File: src/rtl/wb_port_arbiter.sv
// Register-file write-port arbiter: MEM/WB pipeline results take priority, and mul/div results
// wait in a small FIFO with age-based stall escalation. Optional macro: WB_ARB_BYPASS_EN.
module wb_port_arbiter #(
    parameter int DEPTH    = 4,
    parameter int MAX_WAIT = 8
) (
    input  logic                     clk,
    input  logic                     rst_n,
    input  logic                     wb_reg_write_in,
    input  logic                     wb_memory_to_register_in,
    input  logic                     wb_overflow_flag_in,
    input  logic [31:0]              wb_memory_data_in,
    input  logic [31:0]              wb_alu_result_in,
    input  logic [4:0]               wb_register_destination_in,
    input  logic                     md_valid_in,
    output logic                     md_ready_out,
    input  logic [31:0]              md_result_in,
    input  logic [4:0]               md_register_destination_in,
    output logic                     rf_write_enable_out,
    output logic [4:0]               rf_write_address_out,
    output logic [31:0]              rf_write_data_out,
    output logic                     stall_request_out,
    output logic                     overflow_exception_out,
    output logic [$clog2(DEPTH):0]   fifo_count_out
);

    localparam int AW  = $clog2(DEPTH);
    localparam int CW  = AW + 1;
    localparam int AGW = $clog2(MAX_WAIT + 1);
    localparam logic [CW-1:0]  FULL_COUNT = CW'(DEPTH);
    localparam logic [AGW-1:0] AGE_MAX    = AGW'(MAX_WAIT);

    typedef enum logic [1:0] {
        ST_IDLE   = 2'd0,
        ST_DRAIN  = 2'd1,
        ST_STARVE = 2'd2
    } state_t;

    state_t          r_state;
    state_t          w_state_next;
    logic [CW-1:0]   r_count;
    logic [CW-1:0]   w_count_next;
    logic [AW-1:0]   r_wr_ptr;
    logic [AW-1:0]   r_rd_ptr;
    logic [AGW-1:0]  r_age;
    logic [AGW-1:0]  w_age_next;
    logic [31:0]     r_mem_data [DEPTH];
    logic [4:0]      r_mem_dest [DEPTH];
    logic            w_pipe_valid;
    logic [31:0]     w_pipe_data;
    logic            w_empty;
    logic            w_accept;
    logic            w_bypass;
    logic            w_push;
    logic            w_pop;

    assign w_pipe_valid = wb_reg_write_in & ~wb_overflow_flag_in &
                          (wb_register_destination_in != 5'd0);
    assign w_pipe_data  = wb_memory_to_register_in ? wb_memory_data_in : wb_alu_result_in;
    assign w_empty      = (r_count == {CW{1'b0}});
    assign md_ready_out = (r_count < FULL_COUNT);
    assign w_accept     = md_valid_in & md_ready_out;

`ifdef WB_ARB_BYPASS_EN
    assign w_bypass = w_accept & (md_register_destination_in != 5'd0) & w_empty & ~w_pipe_valid;
`else
    assign w_bypass = 1'b0;
`endif

    // Results addressed to r0 are accepted but silently dropped.
    assign w_push       = w_accept & (md_register_destination_in != 5'd0) & ~w_bypass;
    assign w_pop        = ~w_pipe_valid & ~w_empty;
    assign w_count_next = r_count + CW'(w_push) - CW'(w_pop);
    assign fifo_count_out = r_count;

    // Head age: cleared when empty or popped, otherwise counts up and saturates.
    always_comb begin
        w_age_next = {AGW{1'b0}};
        if (w_empty || w_pop) begin
            w_age_next = {AGW{1'b0}};
        end else if (r_age == AGE_MAX) begin
            w_age_next = AGE_MAX;
        end else begin
            w_age_next = r_age + AGW'(1);
        end
    end

    // Next-state logic for the drain/starvation state machine.
    always_comb begin
        w_state_next = r_state;
        case (r_state)
            ST_IDLE: begin
                if (w_push) begin
                    w_state_next = ST_DRAIN;
                end else begin
                    w_state_next = ST_IDLE;
                end
            end
            ST_DRAIN: begin
                if (w_count_next == {CW{1'b0}}) begin
                    w_state_next = ST_IDLE;
                end else if (w_age_next == AGE_MAX) begin
                    w_state_next = ST_STARVE;
                end else begin
                    w_state_next = ST_DRAIN;
                end
            end
            ST_STARVE: begin
                if (w_pop) begin
                    w_state_next = (w_count_next == {CW{1'b0}}) ? ST_IDLE : ST_DRAIN;
                end else begin
                    w_state_next = ST_STARVE;
                end
            end
            default: begin
                w_state_next = ST_IDLE;
            end
        endcase
    end

    // FIFO control state: pointers, occupancy, head age and FSM state.
    always_ff @(posedge clk or negedge rst_n) begin
        if (!rst_n) begin
            r_state  <= ST_IDLE;
            r_count  <= {CW{1'b0}};
            r_wr_ptr <= {AW{1'b0}};
            r_rd_ptr <= {AW{1'b0}};
            r_age    <= {AGW{1'b0}};
        end else begin
            r_state  <= w_state_next;
            r_count  <= w_count_next;
            r_age    <= w_age_next;
            if (w_push) begin
                r_wr_ptr <= r_wr_ptr + AW'(1);
            end
            if (w_pop) begin
                r_rd_ptr <= r_rd_ptr + AW'(1);
            end
        end
    end

    // FIFO storage; contents are qualified by the pointers, so no reset is needed.
    always_ff @(posedge clk) begin
        if (w_push) begin
            r_mem_data[r_wr_ptr] <= md_result_in;
            r_mem_dest[r_wr_ptr] <= md_register_destination_in;
        end
    end

    // Registered write port, stall request and overflow pulse.
    always_ff @(posedge clk or negedge rst_n) begin
        if (!rst_n) begin
            rf_write_enable_out    <= 1'b0;
            rf_write_address_out   <= 5'd0;
            rf_write_data_out      <= 32'd0;
            stall_request_out      <= 1'b0;
            overflow_exception_out <= 1'b0;
        end else begin
            overflow_exception_out <= wb_reg_write_in & wb_overflow_flag_in;
            stall_request_out      <= (w_state_next == ST_STARVE);
            if (w_pipe_valid) begin
                rf_write_enable_out  <= 1'b1;
                rf_write_address_out <= wb_register_destination_in;
                rf_write_data_out    <= w_pipe_data;
            end else if (w_pop) begin
                rf_write_enable_out  <= 1'b1;
                rf_write_address_out <= r_mem_dest[r_rd_ptr];
                rf_write_data_out    <= r_mem_data[r_rd_ptr];
            end else if (w_bypass) begin
                rf_write_enable_out  <= 1'b1;
                rf_write_address_out <= md_register_destination_in;
                rf_write_data_out    <= md_result_in;
            end else begin
                rf_write_enable_out  <= 1'b0;
            end
        end
    end

endmodule

File: config.mk
export PLATFORM = sky130hd
export DESIGN_NAME = wb_port_arbiter
export DESIGN_NICKNAME = d
export VERILOG_FILES = /design/src/rtl/wb_port_arbiter.sv
export SDC_FILE = /design/constraint.sdc
export NUM_CORES = 1
export LEC_CHECK = 0
export ABC_AREA = 1
export CAP_MARGIN = 20
export CORE_MARGIN = 4
export CORE_UTILIZATION = 47
export CTS_CLUSTER_DIAMETER = 200
export DETAILED_ROUTE_END_ITERATION = 8
export PLACE_DENSITY = 0.76
export SLEW_MARGIN = 20
export SYNTH_ARGS = -nofsm -noshare
export SYNTH_HDL_FRONTEND = slang
export SYNTH_SLANG_ARGS = --single-unit
File: constraint.sdc
create_clock -name clk -period 2.67 [get_ports clk]
set_input_delay 0.4005 -clock clk [delete_from_list [all_inputs] [get_ports clk]]
set_output_delay 0.4005 -clock clk [all_outputs]
set_load 0.01 [all_outputs]
Yosys cells after proc, flatten, opt, wreduce, memory -nomap -nowiden
Memories as Yosys holds them, arrays and structs flattened.
Index checks and enable logic that the tools add are counted.
- mux-type cells: 17
- bitwise logic cells: 9
- reduce and logical (&&, ||, !) cells: 7
- $lt $le $gt $ge: 1
- add/sub/neg operators: 5
- equality and inequality tests: 5
- operators with widths (kind ; number):
    $mux W32 ; 3
    $mux W5 ; 2
    $reduce_bool A5 Y1 ; 2
    $eq A4 B4 Y1 const B ; 2
    $mux W4 ; 2
    $and A1 B1 Y1 ; 6
    $logic_not A3 Y1 ; 2
    $mux W1 ; 6
    $mux W2 ; 3
    $pmux W2 S3 ; 1
    $add A2 B1 Y2 const B ; 2
    $add A4 B1 Y4 const B ; 1
    $eq A2 B2 Y1 const B ; 2
    $add A3 B1 Y3 ; 1
    $lt A3 B3 Y1 const B ; 1
    $not A1 Y1 ; 3
    $sub A3 B1 Y3 ; 1
    $eq A2 B1 Y1 const B ; 1
    $logic_not A2 Y1 ; 1
    $reduce_bool A2 Y1 ; 1
    $logic_or A1 B1 Y1 ; 1
- memories kept: 2
- bits in registers: 53
- logic and storage cells: 56
- RAM bits: 148
- memory list (name ; words ; bits a word ; rd ports ; clocked after memory_dff ; write ports ; RTL line ; RTL):
    r_mem_data ; 4 ; 32 ; 1 ; 0 ; 1 ; 47 ; logic [31:0] r_mem_data [DEPTH];
    r_mem_dest ; 4 ; 5 ; 1 ; 0 ; 1 ; 48 ; logic [4:0] r_mem_dest [DEPTH];

Logic depth before layout (Yosys ltp)
- word-level depth: 12
- mapped depth: 15
- gate-level depth less buffers: 14

Worst setup path before layout
OpenSTA, ideal clock, no wires.
- kind: register -> register
- from: register r_count[2], in the netlist fifo_count_out[2]
- to: memory r_mem_data[0][0] (enable)
- library setup time: 0.431 ns
- path slack: -0.232 ns
- buffers on the path: 0
- arrival time: 2.471 ns
- stages on the path, launching flop included: 4
- cell sequence: dfrtp_1 inv_1 nand3_1 nor2_1
- longest elaborated chain between the ends: 5
- RTL lines (item ; RTL line ; RTL):
    start, declared ; 41 ; logic [CW-1:0] r_count;
    start signal, assigned ; 125 ; r_count <= {CW{1'b0}};
    start signal, assigned ; 131 ; r_count <= w_count_next;
    $lt A3 B3 Y1 ; 61 ; assign md_ready_out = (r_count < FULL_COUNT);
    net md_ready_out ; 16 ; output logic md_ready_out,
    $and A1 B1 Y1 ; 62 ; assign w_accept = md_valid_in & md_ready_out;
    $and A1 B1 Y1 ; 71 ; assign w_push = w_accept & (md_register_destination_in != 5'd0) & ~w_bypass;
    $mux W1 ; 144 ; if (w_push) begin
    $mux W1 (implied by the code) ; 145 ; r_mem_data[r_wr_ptr] <= md_result_in;
    end, declared ; 47 ;
The timed path passes the listed nets, and every way through them passes these cells.

Worst setup path after layout
- from: register r_count[2], in the netlist fifo_count_out[2]
- to: register r_state[1]
- elaborated cells between the ends (all ways): 16
- classes of those cells: add/sub (2); order compare (1); eq/ne (1); mux (5); bitwise (4); reduce/logical (3)
- RTL lines (item ; RTL line ; RTL):
    $lt A3 B3 Y1 ; 61 ;
    $and A1 B1 Y1 ; 62 ;
    $and A1 B1 Y1 ; 71 ;
    $add A3 B1 Y3 ; 73 ; assign w_count_next = r_count + CW'(w_push) - CW'(w_pop);
    $sub A3 B1 Y3 (*) ; 73 ;
    net w_count_next[1] ; 42 ; logic [CW-1:0] w_count_next;
    $logic_not A3 Y1 (*) ; 100 ; if (w_count_next == {CW{1'b0}}) begin
    $mux W2 (*) ; 100 ;
    $pmux W2 S3 (*) ; 91 ; case (r_state)
    net w_state_next[1] ; 40 ; state_t w_state_next;
    end signal, assigned ; 130 ; r_state <= w_state_next;
    end, declared ; 39 ; state_t r_state;
The timed path passes the listed nets; every way through them passes the cells marked *.
A chain may end at the register's enable or synchronous reset.

==> flow_metrics.py <==
metrics = {
    "outcome": {
        "outcome": "complete, no violations",
    },
    "finish": {
        "antenna_cells": 0,
        "postLayoutCoreUtil_pct": 63.0,
        "drive_above_1_share_pct": 10.9,
        "design_area_sq_um": 11000,
        "fin_nets": 1019,
        "synthToLayoutAreaGrowth_pct": 30.1,
    },
    "power_and_ir_drop": {
        "ir_drop_v": 0.000668,
        "p_leak_nw": 4.21,
        "powerDensity_nw_per_um2": 994,
    },
    "drt": {
        "firstDrtPassIters": 5,
        "drc": 0,
        "drt_wl_total_um": 19300,
        "avgViaCountPerCell": 5.17,
        "antenna_left": 0,
        "wire_per_inst_um": 17.0,
        "vias": 5882,
        "drtIter0Drc": 325,
    },
    "yosys": {
        "synth-seq-area-share_pct": 68.2,
        "yosysMostFrequentCell": "edfxtp_1",
        "yosysTopAreaCell": "edfxtp_1",
        "yosys.cell_types.count": 35,
        "syn-num-nets": 851,
        "yosysWarnings": 0,
        "avgSynthCellArea_sq_um": 11.6,
        "ys_async_sr_fraction_pct": 26.4,
        "synth_area_leaders": "edfxtp_1 (53%), dfrtp_1 (16%), nand2_1 (4.9%)",
        "synth_area_sq_um": 8460,
        "ys_seq_elements": 201,
        "synthFlopType": "edfxtp_1",
        "synthCells": 730,
        "synth-edff-count": 148,
        "synthTopCellsByCount": "edfxtp_1 (148), nand2_1 (111), nor2_1 (97)",
        "synth_top_area_share_pct": 52.5,
    },
    "setup_path": {
        "crit_type": "register to register",
        "worstPathArrival_ns": 2.67,
        "start_kind": "register",
        "crit_chain": "nor2_4, nand2_1, nand2_4, inv_4, ha_1, inv_1, ha_1, fa_1, nor2_1, nand3_1, nand2_1, o21ai_1",
        "cp-end-kind": "register",
        "max_stage_delay_ns": 0.45,
        "crit_path_max_fanout": 4,
        "r2r_cells": 12,
        "required_ns": 3.03,
        "cpMaxStageDelayCell": "fa_1",
    },
    "placement": {
        "gp_congestion": 0.756,
        "dpl_cell_area_sq_um": 10300,
        "portBuffers": 155,
        "hpwl_um": 12400,
    },
    "grt": {
        "antenna_found_initial": 0,
        "grt_pass1_wl_um": 30900,
        "first_global_vias": 6077,
        "overflow": 0,
        "grt_usage_pct": 19.3,
        "grt_max_degree": 76,
    },
    "sta": {
        "finalHoldViolCount": 0,
        "setup_viol_count_final": 0,
        "setup_tns_ns": 0,
        "rsz0062_at_grt": "false",
        "post-route-period-util_pct": 86.7,
        "max_freq_ghz": 0.432,
        "fin_skew_ns": 0.00609,
        "worstMarginPinSlew_ns": 0.765,
        "slew_viol_final": 0,
        "max_slew_margin_pct": 49.0,
        "period_needed_ns": 2.31,
    },
    "clock_network": {
        "cts_tree": "built",
        "path_clk_slew_ns": 0.06,
        "cts_inserted_buffers": 21,
        "clock_latency_ns": 0.48,
        "post_cts_buffers": 0,
        "clock_path_buffers": 3,
        "cts_resized": 0,
        "htree_levels": 1,
        "clock-sinks": 201,
        "cts_root_buf": "clkbuf_16",
    },
    "die": {
        "core_region_area_sq_um": 17500,
        "start_util_pct": 48.4,
        "die_area_sq_um": 20200,
        "die_w_um": 142,
        "rows": 48,
        "io_pins": 156,
        "die_h_um": 142,
    },
    "job": {
        "max-cap-violations": 0,
    },
    "worst_hold_path": {
        "hold_path_class": "input pin to asynchronous set/reset pin",
    },
}
## critical path, delay by kind of cell, from the launching register on
kind            cells  cell delay [ns]
compound gates      1             0.09
fa+ha+maj           3             0.89
buf+inv             2             0.07
flops               1             0.42
simple gates        6             0.73
## timing repair
item | CTS | global route
endpoints found under the setup margin | 0 | 0
hold buffers | 1 | 0
endpoints found under the hold margin | 22 | 0
## placed cells by master (no fill, tap or decap), types with 3 or more instances in the layout
cell type	n
clkdlybuf4s50_1	153
edfxtp_1	148
nand2_1	111
nor2_1	93
o21ai_0	72
dfrtp_1	52
inv_1	51
o22ai_1	36
o211ai_1	33
nand3_1	30
buf_4	25
clkbuf_16	21
nand3_2	11
nand2_2	10
ha_1	8
nor2_4	6
o21ai_1	6
clkinv_2	5
clkbuf_1	5
buf_12	4
inv_2	3
clkbuf_8	3
## where the power goes
part,switching (W),internal [W]
Sequential,0.000276,0.00409
Combinational,0.00222,0.00161
Clock,0.00112,0.00162
## final timing paths
check                                   startpoint  slack (ns)                       to
min in group clk           rf_write_address_out[0]        0.48  rf_write_address_out[0]
hold / removal                               rst_n        0.46    rf_write_data_out[12]
hold reg to reg            rf_write_address_out[0]        0.48  rf_write_address_out[0]
setup / recovery                 fifo_count_out[2]        0.36               r_state[1]
max in group asynchronous                    rst_n        1.61              r_rd_ptr[0]
setup reg to reg                 fifo_count_out[2]        0.36               r_state[1]
## logic make-up after synthesis
group | share of synthesized area (%)
simple gates | 14.2
flops | 68.2
compound gates | 10.4
buf+inv | 5.29
fa+ha+maj | 1.42
xor+xnor | 0.311
mux | 0.118
## final cells by class
class                           instances  area [sq um]
Clock inverter                          8          62.6
Clock buffer                           29           586
Timing Repair Buffer                  185          1820
Sequential cell                       201          5770
Tap cell                              225           282
Inverter                               56           215
Multi-Input combinational cell        433          2270
Fill cell                            1348          6470
## flip-flops by register name (all words and copies together) (netlist names), 3 cells and up
register / flops
r_mem_data: 128
rf_write_data_out: 32
r_mem_dest: 20
rf_write_address_out: 5
r_age: 4
fifo_count_out: 3
## layer usage
| metal | share of wire, % | vias up | global-route usage, % |
|---|---|---|---|
| li1 | - | 2886 | - |
| met1 | 41 | 2804 | 24.2 |
| met2 | 52 | 167 | 34.8 |
| met3 | 5.9 | 25 | 3.06 |
| met4 | 1.7 | 0 | 5.10 |
| met5 | 0 | - | 0 |
## metrics by stage
stage          setup WS, ns  power, W  hold slack (ns)  cells
2_1_floorplan        -0.232   0.00671            0.105    730
3_3_place_gp       -0.00499   0.00819            0.436   1099
3_5_place_dp        -0.0369   0.00832            0.451   1099
4_1_cts               0.341    0.0111            0.477   1137
5_1_grt               0.144    0.0117            0.510   1137
6_report              0.356    0.0109            0.464   1137
Power figures use the tool's default switching activity.
